**config.mk**
```make
export PLATFORM = sky130hd
export DESIGN_NAME = range_seq_arbiter
export DESIGN_NICKNAME = d
export VERILOG_FILES = /design/src/rtl/range_seq_arbiter.sv
export SDC_FILE = /design/constraint.sdc
export NUM_CORES = 1
export LEC_CHECK = 0
export ABC_CLOCK_PERIOD_IN_PS = 5800
export CAP_MARGIN = 10
export CORE_MARGIN = 2
export CORE_UTILIZATION = 34
export DETAILED_ROUTE_END_ITERATION = 8
export GPL_ROUTABILITY_DRIVEN = 0
export PLACE_DENSITY = 0.7
export SYNTH_ARGS = -nofsm -noshare
export SYNTH_HDL_FRONTEND = slang
export SYNTH_SLANG_ARGS = --single-unit
```
**constraint.sdc**
```tcl
create_clock -name clock -period 5.8 [get_ports clock]
set_input_delay 0.58 -clock clock [delete_from_list [all_inputs] [get_ports clock]]
set_output_delay 0.58 -clock clock [all_outputs]
set_load 0.005 [all_outputs]
```
**src/rtl/range_seq_arbiter.sv**
```systemverilog
// range_seq_arbiter
//   Shares one range-finder datapath between NUM_REQ sample streams. An
//   idle controller grants the first pending requester at or after a
//   round-robin pointer. It then turns that requester's valid/last stream
//   into the datapath's go/finish/data beats. On the cycle after the
//   finish beat it returns the datapath's range together with the
//   requester id and an error flag.
//
//   Optional feature: define RANGE_SEQ_ARBITER_TIMEOUT_EN to abandon a
//   stalled sequence after TIMEOUT consecutive idle cycles.
//
// Ports
//   clock, reset          rising-edge clock, synchronous active-high reset
//   req[NUM_REQ]          per-requester "sequence pending"
//   s_valid/s_last        per-requester sample valid / final sample
//   s_data                packed samples, requester i at [i*WIDTH +: WIDTH]
//   s_ready[NUM_REQ]      sample accepted on s_valid & s_ready
//   grant[NUM_REQ]        one-hot datapath owner
//   rf_go/rf_finish       datapath go / finish beats (never both at once)
//   rf_data               datapath data_in
//   rf_range, rf_error    datapath range (valid in finish cycle) and error
//   res_valid             one-cycle result strobe
//   res_data/res_id/res_err  captured range, requester index, invalid flag
//   busy                  a grant is held
module range_seq_arbiter #(
    parameter int WIDTH   = 8,
    parameter int NUM_REQ = 4,
    parameter int TIMEOUT = 16
) (
    input  logic                       clock,
    input  logic                       reset,
    input  logic [NUM_REQ-1:0]         req,
    input  logic [NUM_REQ-1:0]         s_valid,
    input  logic [NUM_REQ-1:0]         s_last,
    input  logic [NUM_REQ*WIDTH-1:0]   s_data,
    output logic [NUM_REQ-1:0]         s_ready,
    output logic [NUM_REQ-1:0]         grant,
    output logic                       rf_go,
    output logic                       rf_finish,
    output logic [WIDTH-1:0]           rf_data,
    input  logic [WIDTH-1:0]           rf_range,
    input  logic                       rf_error,
    output logic                       res_valid,
    output logic [WIDTH-1:0]           res_data,
    output logic [$clog2(NUM_REQ)-1:0] res_id,
    output logic                       res_err,
    output logic                       busy
);
    localparam int           IDW  = $clog2(NUM_REQ);
    localparam logic [IDW:0] NREQ = (IDW+1)'(NUM_REQ);

    if (NUM_REQ < 2) begin : g_bad_num_req
        $error("range_seq_arbiter: NUM_REQ must be at least 2");
    end
    if (TIMEOUT < 1) begin : g_bad_timeout
        $error("range_seq_arbiter: TIMEOUT must be at least 1");
    end

    typedef enum logic [1:0] {IDLE, START, STREAM, CLOSE} state_t;

    state_t           state_q, state_d;
    logic [IDW-1:0]   gid_q, gid_d;
    logic [IDW-1:0]   ptr_q, ptr_d;
    logic [WIDTH-1:0] held_q, held_d;
    logic             err_q, err_d;
    logic             cap;      // finish beat this cycle, capture next edge
    logic             abort;    // START timed out, report an empty result
    logic             hs;

`ifdef RANGE_SEQ_ARBITER_TIMEOUT_EN
    localparam int CW = $clog2(TIMEOUT + 1);
    logic [CW-1:0] cnt_q, cnt_d;
`endif

    // Unpacked view of the samples so the owner's sample is a plain index.
    logic [WIDTH-1:0] samp [NUM_REQ];
    for (genvar i = 0; i < NUM_REQ; i++) begin : g_samp
        assign samp[i] = s_data[i*WIDTH +: WIDTH];
    end

    // (a + b) mod NUM_REQ for a, b < NUM_REQ.
    function automatic logic [IDW-1:0] wrap_add(input logic [IDW-1:0] a,
                                                input logic [IDW-1:0] b);
        logic [IDW:0] s;
        s = {1'b0, a} + {1'b0, b};
        if (s >= NREQ) s = s - NREQ;
        return s[IDW-1:0];
    endfunction

    // Round-robin pick: rotate req so the pointer sits at bit 0, then take
    // the lowest set bit as an offset from the pointer.
    logic [NUM_REQ-1:0] req_rot;
    logic [IDW-1:0]     pick_off;
    logic               pick_vld;

    always_comb begin
        req_rot  = NUM_REQ'({req, req} >> ptr_q);
        pick_vld = |req_rot;
        pick_off = '0;
        for (int k = NUM_REQ - 1; k >= 0; k--) begin
            if (req_rot[k]) pick_off = k[IDW-1:0];
        end
    end

    always_comb begin
        state_d   = state_q;
        gid_d     = gid_q;
        ptr_d     = ptr_q;
        held_d    = held_q;
        err_d     = err_q;
        s_ready   = '0;
        rf_go     = 1'b0;
        rf_finish = 1'b0;
        rf_data   = '0;
        cap       = 1'b0;
        abort     = 1'b0;
        hs        = s_valid[gid_q];
`ifdef RANGE_SEQ_ARBITER_TIMEOUT_EN
        cnt_d     = cnt_q;
`endif
        unique case (state_q)
            IDLE: begin
                if (pick_vld) begin
                    state_d = START;
                    gid_d   = wrap_add(ptr_q, pick_off);
                    ptr_d   = wrap_add(gid_d, IDW'(1));
                    err_d   = 1'b0;
`ifdef RANGE_SEQ_ARBITER_TIMEOUT_EN
                    cnt_d   = '0;
`endif
                end
            end
            START: begin
                s_ready[gid_q] = 1'b1;
                if (rf_error) err_d = 1'b1;
                if (hs) begin
                    rf_go   = 1'b1;
                    rf_data = samp[gid_q];
                    held_d  = samp[gid_q];
                    // A single-sample sequence needs a separate finish beat.
                    state_d = s_last[gid_q] ? CLOSE : STREAM;
`ifdef RANGE_SEQ_ARBITER_TIMEOUT_EN
                    cnt_d   = '0;
`endif
                end else begin
`ifdef RANGE_SEQ_ARBITER_TIMEOUT_EN
                    if (cnt_q == CW'(TIMEOUT - 1)) begin
                        state_d = IDLE;
                        abort   = 1'b1;
                    end else begin
                        cnt_d = cnt_q + 1'b1;
                    end
`endif
                end
            end
            STREAM: begin
                s_ready[gid_q] = 1'b1;
                if (rf_error) err_d = 1'b1;
                if (hs) begin
                    rf_data = samp[gid_q];
`ifdef RANGE_SEQ_ARBITER_TIMEOUT_EN
                    cnt_d   = '0;
`endif
                    if (s_last[gid_q]) begin
                        rf_finish = 1'b1;
                        cap       = 1'b1;
                        state_d   = IDLE;
                    end else begin
                        held_d = samp[gid_q];
                    end
                end else begin
                    // Re-drive a value the datapath has already seen so
                    // its min/max stay put while the source stalls.
                    rf_data = held_q;
`ifdef RANGE_SEQ_ARBITER_TIMEOUT_EN
                    if (cnt_q == CW'(TIMEOUT - 1)) begin
                        state_d = CLOSE;
                        err_d   = 1'b1;
                    end else begin
                        cnt_d = cnt_q + 1'b1;
                    end
`endif
                end
            end
            CLOSE: begin
                if (rf_error) err_d = 1'b1;
                rf_finish = 1'b1;
                rf_data   = held_q;
                cap       = 1'b1;
                state_d   = IDLE;
            end
            default: state_d = IDLE;
        endcase
    end

    always_ff @(posedge clock) begin
        if (reset) begin
            state_q   <= IDLE;
            gid_q     <= '0;
            ptr_q     <= '0;
            held_q    <= '0;
            err_q     <= 1'b0;
            res_valid <= 1'b0;
            res_data  <= '0;
            res_id    <= '0;
            res_err   <= 1'b0;
`ifdef RANGE_SEQ_ARBITER_TIMEOUT_EN
            cnt_q     <= '0;
`endif
        end else begin
            state_q   <= state_d;
            gid_q     <= gid_d;
            ptr_q     <= ptr_d;
            held_q    <= held_d;
            err_q     <= err_d;
            res_valid <= cap | abort;
            if (cap | abort) begin
                res_data <= abort ? '0 : rf_range;
                res_id   <= gid_q;
                res_err  <= abort | err_q | rf_error;
            end
`ifdef RANGE_SEQ_ARBITER_TIMEOUT_EN
            cnt_q     <= cnt_d;
`endif
        end
    end

    assign busy = (state_q != IDLE);

    always_comb begin
        grant = '0;
        if (busy) grant[gid_q] = 1'b1;
    end

endmodule

```
# --- Yosys cells after proc, flatten, opt, wreduce, memory -nomap -nowiden ---
# Cells that the tools add are included.
word_totals:
  ff_bits: 27
  input_bits: 55
  output_inout_bits: 31
  elab_cells: 80
op_classes:
  n_addsub: 4
  n_lt_le_gt_ge: 5
  n_eq_ne: 9
  shift: 1
  mux: 39
  n_bitwise: 2
  n_reduce_logical: 11
ops:
  columns: ["operator", "count"]
  rows:
  - ["two-way mux 8 bit", 6]
  - ["two-way mux 2 bit", 12]
  - ["case mux 8 bit (3 select lines)", 1]
  - ["binary-select mux 8 bit (select 2 bit)", 1]
  - ["case mux 8 bit (2 select lines)", 1]
  - ["two-way mux 1 bit", 10]
  - ["!= test 2 bit, second input constant", 5]
  - ["greater-or-equal comparator 3 bit, second input constant", 3]
  - ["two-way mux 4 bit", 2]
  - ["case mux 2 bit (4 select lines)", 1]
  - [">> shifter 8 x 2 -> 4 bit", 1]
  - ["binary-select mux 1 bit (select 2 bit)", 2]
  - ["equality test 2 bit, second input constant", 2]
  - ["case mux 1 bit (2 select lines)", 2]
  - ["AND reduction 2 bit", 2]
  - ["AND reduction 4 bit", 1]
  - ["nonzero test 2 bit", 2]
  - ["OR reduction 4 bit", 1]
  - ["subtractor 2 x 1 -> 2 bit, second input constant", 2]
  - ["adder 2 x 1 -> 3 bit, second input constant", 1]
  - ["adder 2 x 2 -> 3 bit", 1]
  - ["< comparator 2 x 3 -> 1 bit, second input constant", 1]
  - ["NOT 2 -> 3 bit", 1]
  - ["AND reduction 3 bit", 1]
  - ["other kinds (9)", 9]

# --- Longest topological paths before layout ---
depth:
  ltp_word: 13
  mapped_depth: 10
  mapped_depth_nobuf: 9

# --- Worst setup path after synthesis ---
# Ideal clock, no wire load.
synth_path:
  kind: "input to register"
  startpoint: "input req[0]"
  endpoint: "register ptr_q[1]"
  setup_time_ps: 70
  arrival_ps: 2400
  required_ps: 5730
  path_slack_ps: 3330
  cell_stages: 10
  path_buffers: 1
  path_cell_list: "buf_2 nor2_1 a221oi_1 a31oi_1 a211o_1 ha_1 nand3b_1 a211o_1 a21o_1 a21oi_1"
synth_via:
  elab_chain_cells: 13
  elab_cells_between_ends: 17
  classes_between: "4 x add/sub; 2 x order compare; 1 x shift; 8 x mux; 2 x reduce/logical"
synth_lines:
  columns: ["item", "line_no", "rtl"]
  rows:
  - ["from (decl)", "32", "input logic [NUM_REQ-1:0] req,"]
  - [">> shifter 8 x 2 -> 4 bit (*)", "97", "req_rot = NUM_REQ'({req, req} >> ptr_q);"]
  - ["two-way mux 2 bit (4 in a row)", "101", "if (req_rot[k]) pick_off = k[IDW-1:0];"]
  - ["adder 2 x 2 -> 3 bit", "85", "s = {1'b0, a} + {1'b0, b};"]
  - ["greater-or-equal comparator 3 bit / subtractor 2 x 1 -> 2 bit (equally long branches)", "86", "if (s >= NREQ) s = s - NREQ;"]
  - ["two-way mux 2 bit", "86", null]
  - ["two-way mux 2 bit", "123", "if (pick_vld) begin"]
  - ["two-way mux 2 bit", "121", "unique case (state_q)"]
  - ["adder 2 x 1 -> 3 bit", "85", null]
  - ["greater-or-equal comparator 3 bit / subtractor 2 x 1 -> 2 bit (equally long branches)", "86", null]
  - ["two-way mux 2 bit", "86", null]
  - ["to (signal assigned)", "213", "ptr_q <= ptr_d;"]
  - ["to (decl)", "63", "logic [IDW-1:0] ptr_q, ptr_d;"]
# Mark *: on every way between the ends. The rest lies on a longest branch, timed or not. The select of a mux whose other input is x is not followed.
# A chain may end at the register's enable or synchronous reset.

# --- Worst setup path after layout ---
layout_path:
  startpoint: "register gid_q[0]"
  endpoint: "output rf_data[0]"
layout_via:
  elab_chain_cells: 6
  elab_cells_between_ends: 9
  classes_between: "8 x mux; 1 x bitwise"
layout_lines:
  columns: ["item", "line_no", "rtl"]
  rows:
  - ["from (decl)", "62", "logic [IDW-1:0] gid_q, gid_d;"]
  - ["from (signal assigned)", "212", "gid_q <= gid_d;"]
  - ["NOT 2 -> 3 bit (not written as such)", "138, 160", null]
  - ["binary-select mux 8 bit (select 2 bit)", "138, 160", null]
  - ["two-way mux 8 bit (not written as such) (2 in a row)", "138, 160", null]
  - ["two-way mux 8 bit", null, null]
  - ["case mux 8 bit (3 select lines) (*)", "121", null]
  - ["to (decl)", "40", "output logic [WIDTH-1:0] rf_data,"]
# Marks and branches as above.

==> results.md <==
* Run status: finished, final reports clean
* Fmax achieved at 274 MHz
* Final-stage net count at 325
* Total gr overflow at 0
* Met1 Use GR at 0.196
* Internal power at 580 uW
* Setup TNS Final at 0 ns
* Sw frac at 0.380
* Crit Path Category: flop to output pin
* Sequential share of the synthesized area at 0.301
* Final hold violations at 0
* Critical Path RT at 5.22 ns
* # Post-CTS Setup Buffers at 0
* Met2 Usage GRT at 0.276
* Die width at 76.7 um
* Power share of the sequential group at 0.324
* Hold Path Class: flop to flop
* Clk Latency, worst-skew pair at 0.27 ns
* Final Util at 0.530
* Area grow syn2layout at 50.5%
* Largest net degree at the start of global routing at 28
* Pwr Density at 346 mW/mm^2
* Post-Syn Nets at 247
* End of the worst register-to-register path: held_q[0]$_SDFFE_PP0P_
* Cts bufs inserted at 3
* CTS Buffer Depth at 2
* Final Critical Period at 3.64 ns
* Max VDD drop at 195 uV
* Hold_sp: res_data[2]$_SDFFE_PP0P_
* Avg Synthesized Cell Area at 9.67 um^2
* Dpl hpwl at 3.44 mm
* Reg2reg start: gid_q[0]$_SDFFE_PP0P_
* Via-per-instance ratio at 5.08
* Pre-antenna DRT Iters at 4
* Wire length per cell at 13.7 um
* Post-CTS resize count at 0
* Core ar. at 0.00511 mm^2
* Max Transition Viols Final at 0
* Top-level port count at 86
* First-pass GRT wire length at 7.60 mm
* Worst Hold Depth at 2
* Synth cell types at 48
* GR peak layer: met2
* Number of setup violations in the final report at 0
* Max-cap violations at 0
* Hold-fix buffers, CTS at 0
* DR vias at 1,693
* Initial antenna violation count at 0
* Port Buf Inserts at 85
* Share of layout cells above drive strength 1 at 0.0494
* R2R cell count at 5
* Final ANT Viol Nets at 0
* Most frequent cells in the layout: 85 x clkdlybuf4s50_1, 40 x nor2_1, 27 x dfxtp_1
* CP Launch Type: flop
* Initial core utilization at 0.352
* Crit path max fanout at 20
* Clk sinks at 27
* Vias in the first global route at 1,653
* Clock Power Share at 0.115
* Worst Hold Path EP: res_data[2]$_SDFFE_PP0P_
* First DRT Iteration DRCs at 78
* Switch Pwr at 355 uW
* Worst slew margin at 0.352
* Diodes inserted at 0
* Met3 GRT Util at 0.0329
* Post-route DRC at 0
* Leakage at 0.00110 uW
* Root Driver: clkbuf_8
* CTS tree: built
* GRT Total Usage at 0.156
* RSZ-0062 raised after global routing: false
* Syn Inst Count at 186
* Commonest non-fill, non-tap cell in the layout: clkdlybuf4s50_1
* Clock Skew at 0.00351 ns
* Worst setup EP type: output pin
* H-tree depth at 1
* Final period utilization at 0.628
* Post-synthesis register bit count at 27
* Die Footprint at 0.00589 mm^2
* Mapped Area at 0.00180 mm^2
* Combinational share of power at 0.561
* Clock slew at reported path FFs at 0.09 ns
* Chip height at 76.7 um
* Worst Path Arrival at 3.06 ns
* Row count at 26
* Detailed Route WL at 4.56 mm
* YS warnings at 0
* R2R setup slack at 3.19 ns
* Worst Tran Pin Value at 0.969 ns
cells in the mapped netlist (all sizes together):
master | n | area (um^2)
nor3b | 3 | 22.5
o21a | 1 | 7.51
a21boi | 1 | 11.3
and2 | 2 | 12.5
and3 | 2 | 12.5
nand2b | 1 | 6.26
o2111ai | 1 | 8.76
o21bai | 1 | 11.3
dfxtp | 27 | 541
o221ai | 1 | 8.76
a211o | 3 | 26.3
nor2b | 1 | 6.26
a31oi | 3 | 33.8
a211oi | 3 | 22.5
clkbuf | 6 | 26.3
a21o | 1 | 7.51
ha | 6 | 75.1
a21oi | 5 | 28.8
o21ai | 3 | 15.0
a22oi | 8 | 60.1
a311oi | 1 | 8.76
mux2i | 19 | 190
nand3b | 4 | 30.0
nand3 | 4 | 20.0
o32ai | 1 | 8.76
o31ai | 1 | 12.5
xor3 | 1 | 23.8
a221oi | 1 | 8.76
inv | 6 | 22.5
and3b | 2 | 17.5
nor3 | 1 | 5.00
mux4 | 10 | 251
nor4 | 1 | 6.26
o311ai | 1 | 8.76
nor2 | 40 | 150
nand2 | 6 | 25.0
or3 | 2 | 12.5
buf | 6 | 52.6
sequential cells by signal (all words and copies together), names as in the netlist:
name and flops:
res_err 1, res_id 2, held_q 8, state_q 2, ptr_q 2, err_q 1
res_valid 1, res_data 8, gid_q 2
cell families after synthesis:
group / after synthesis / share of synthesized area
xor gates and xnor gates: 1 / 0.0132
and+or+nand+nor: 69 / 0.182
AOI/OAI and AO/OA: 36 / 0.161
muxes: 29 / 0.246
buffers and inverters: 18 / 0.0564
adders and majority gates: 6 / 0.0418
DFF: 27 / 0.301
how the worst max path moves through the flow:
| stage | startpoint | endpoint | slack (ns) |
|---|---|---|---|
| final | gid_q[0]$_SDFFE_PP0P_ | rf_data[0] | 2.16 |
| after global routing | gid_q[0]$_SDFFE_PP0P_ | rf_data[0] | 1.93 |
| after CTS | gid_q[0]$_SDFFE_PP0P_ | rf_data[4] | 2.10 |
| after detailed placement | gid_q[0]$_SDFFE_PP0P_ | rf_data[4] | 2.41 |
| after global placement | gid_q[0]$_SDFFE_PP0P_ | rf_data[3] | 2.48 |
| after floorplan | req[0] | ptr_q[1]$_SDFFE_PP0P_ | 3.33 |
worst max-delay path, cell delays in order, from the launching register on:
cell and delay [ns]:
dfxtp_1 0.90, mux4_2 0.70, o21bai_2 0.39, a22oi_1 0.16
nor2_1 0.13, clkdlybuf4s50_1 0.52
metrics by stage:
step                cells  area (um^2)  setup slack (ns)  hold slack [ns]  total power (uW)
detailed placement    329         2660              2.41            0.484               837
global route          333         2710              1.93            0.537              1010
global placement      329         2660              2.48            0.474               829
finish                333         2710              2.16            0.497               935
CTS                   333         2710              2.10            0.507               947
floorplan             186         1800              3.33            0.464               660
routing by layer:
| layer | vias to the layer above | wire [um] |
|---|---|---|
| li1 | 841 | - |
| met2 | 52 | 2240 |
| met5 | - | 0 |
| met3 | 2 | 263 |
| met4 | 0 | 27 |
| met1 | 798 | 2030 |
power by group through the flow:
stage | Clock, uW | Combinational (uW) | Sequential (uW)
after floorplan | 0 | 407 | 253
after global placement | 0 | 521 | 308
after detailed placement | 0 | 529 | 309
after CTS | 111 | 531 | 304
after global routing | 120 | 574 | 315
final | 108 | 525 | 303
layout make-up:
class	count	area, um^2
well taps	70	87.6
clock inverters	1	7.51
flip-flops and latches	27	541
repair buffers	85	851
fillers	488	2400
inverters	6	22.5
clock buffers	3	41.3
multi-input cells	141	1160
Note: power is estimated with default switching activity, not from simulation.
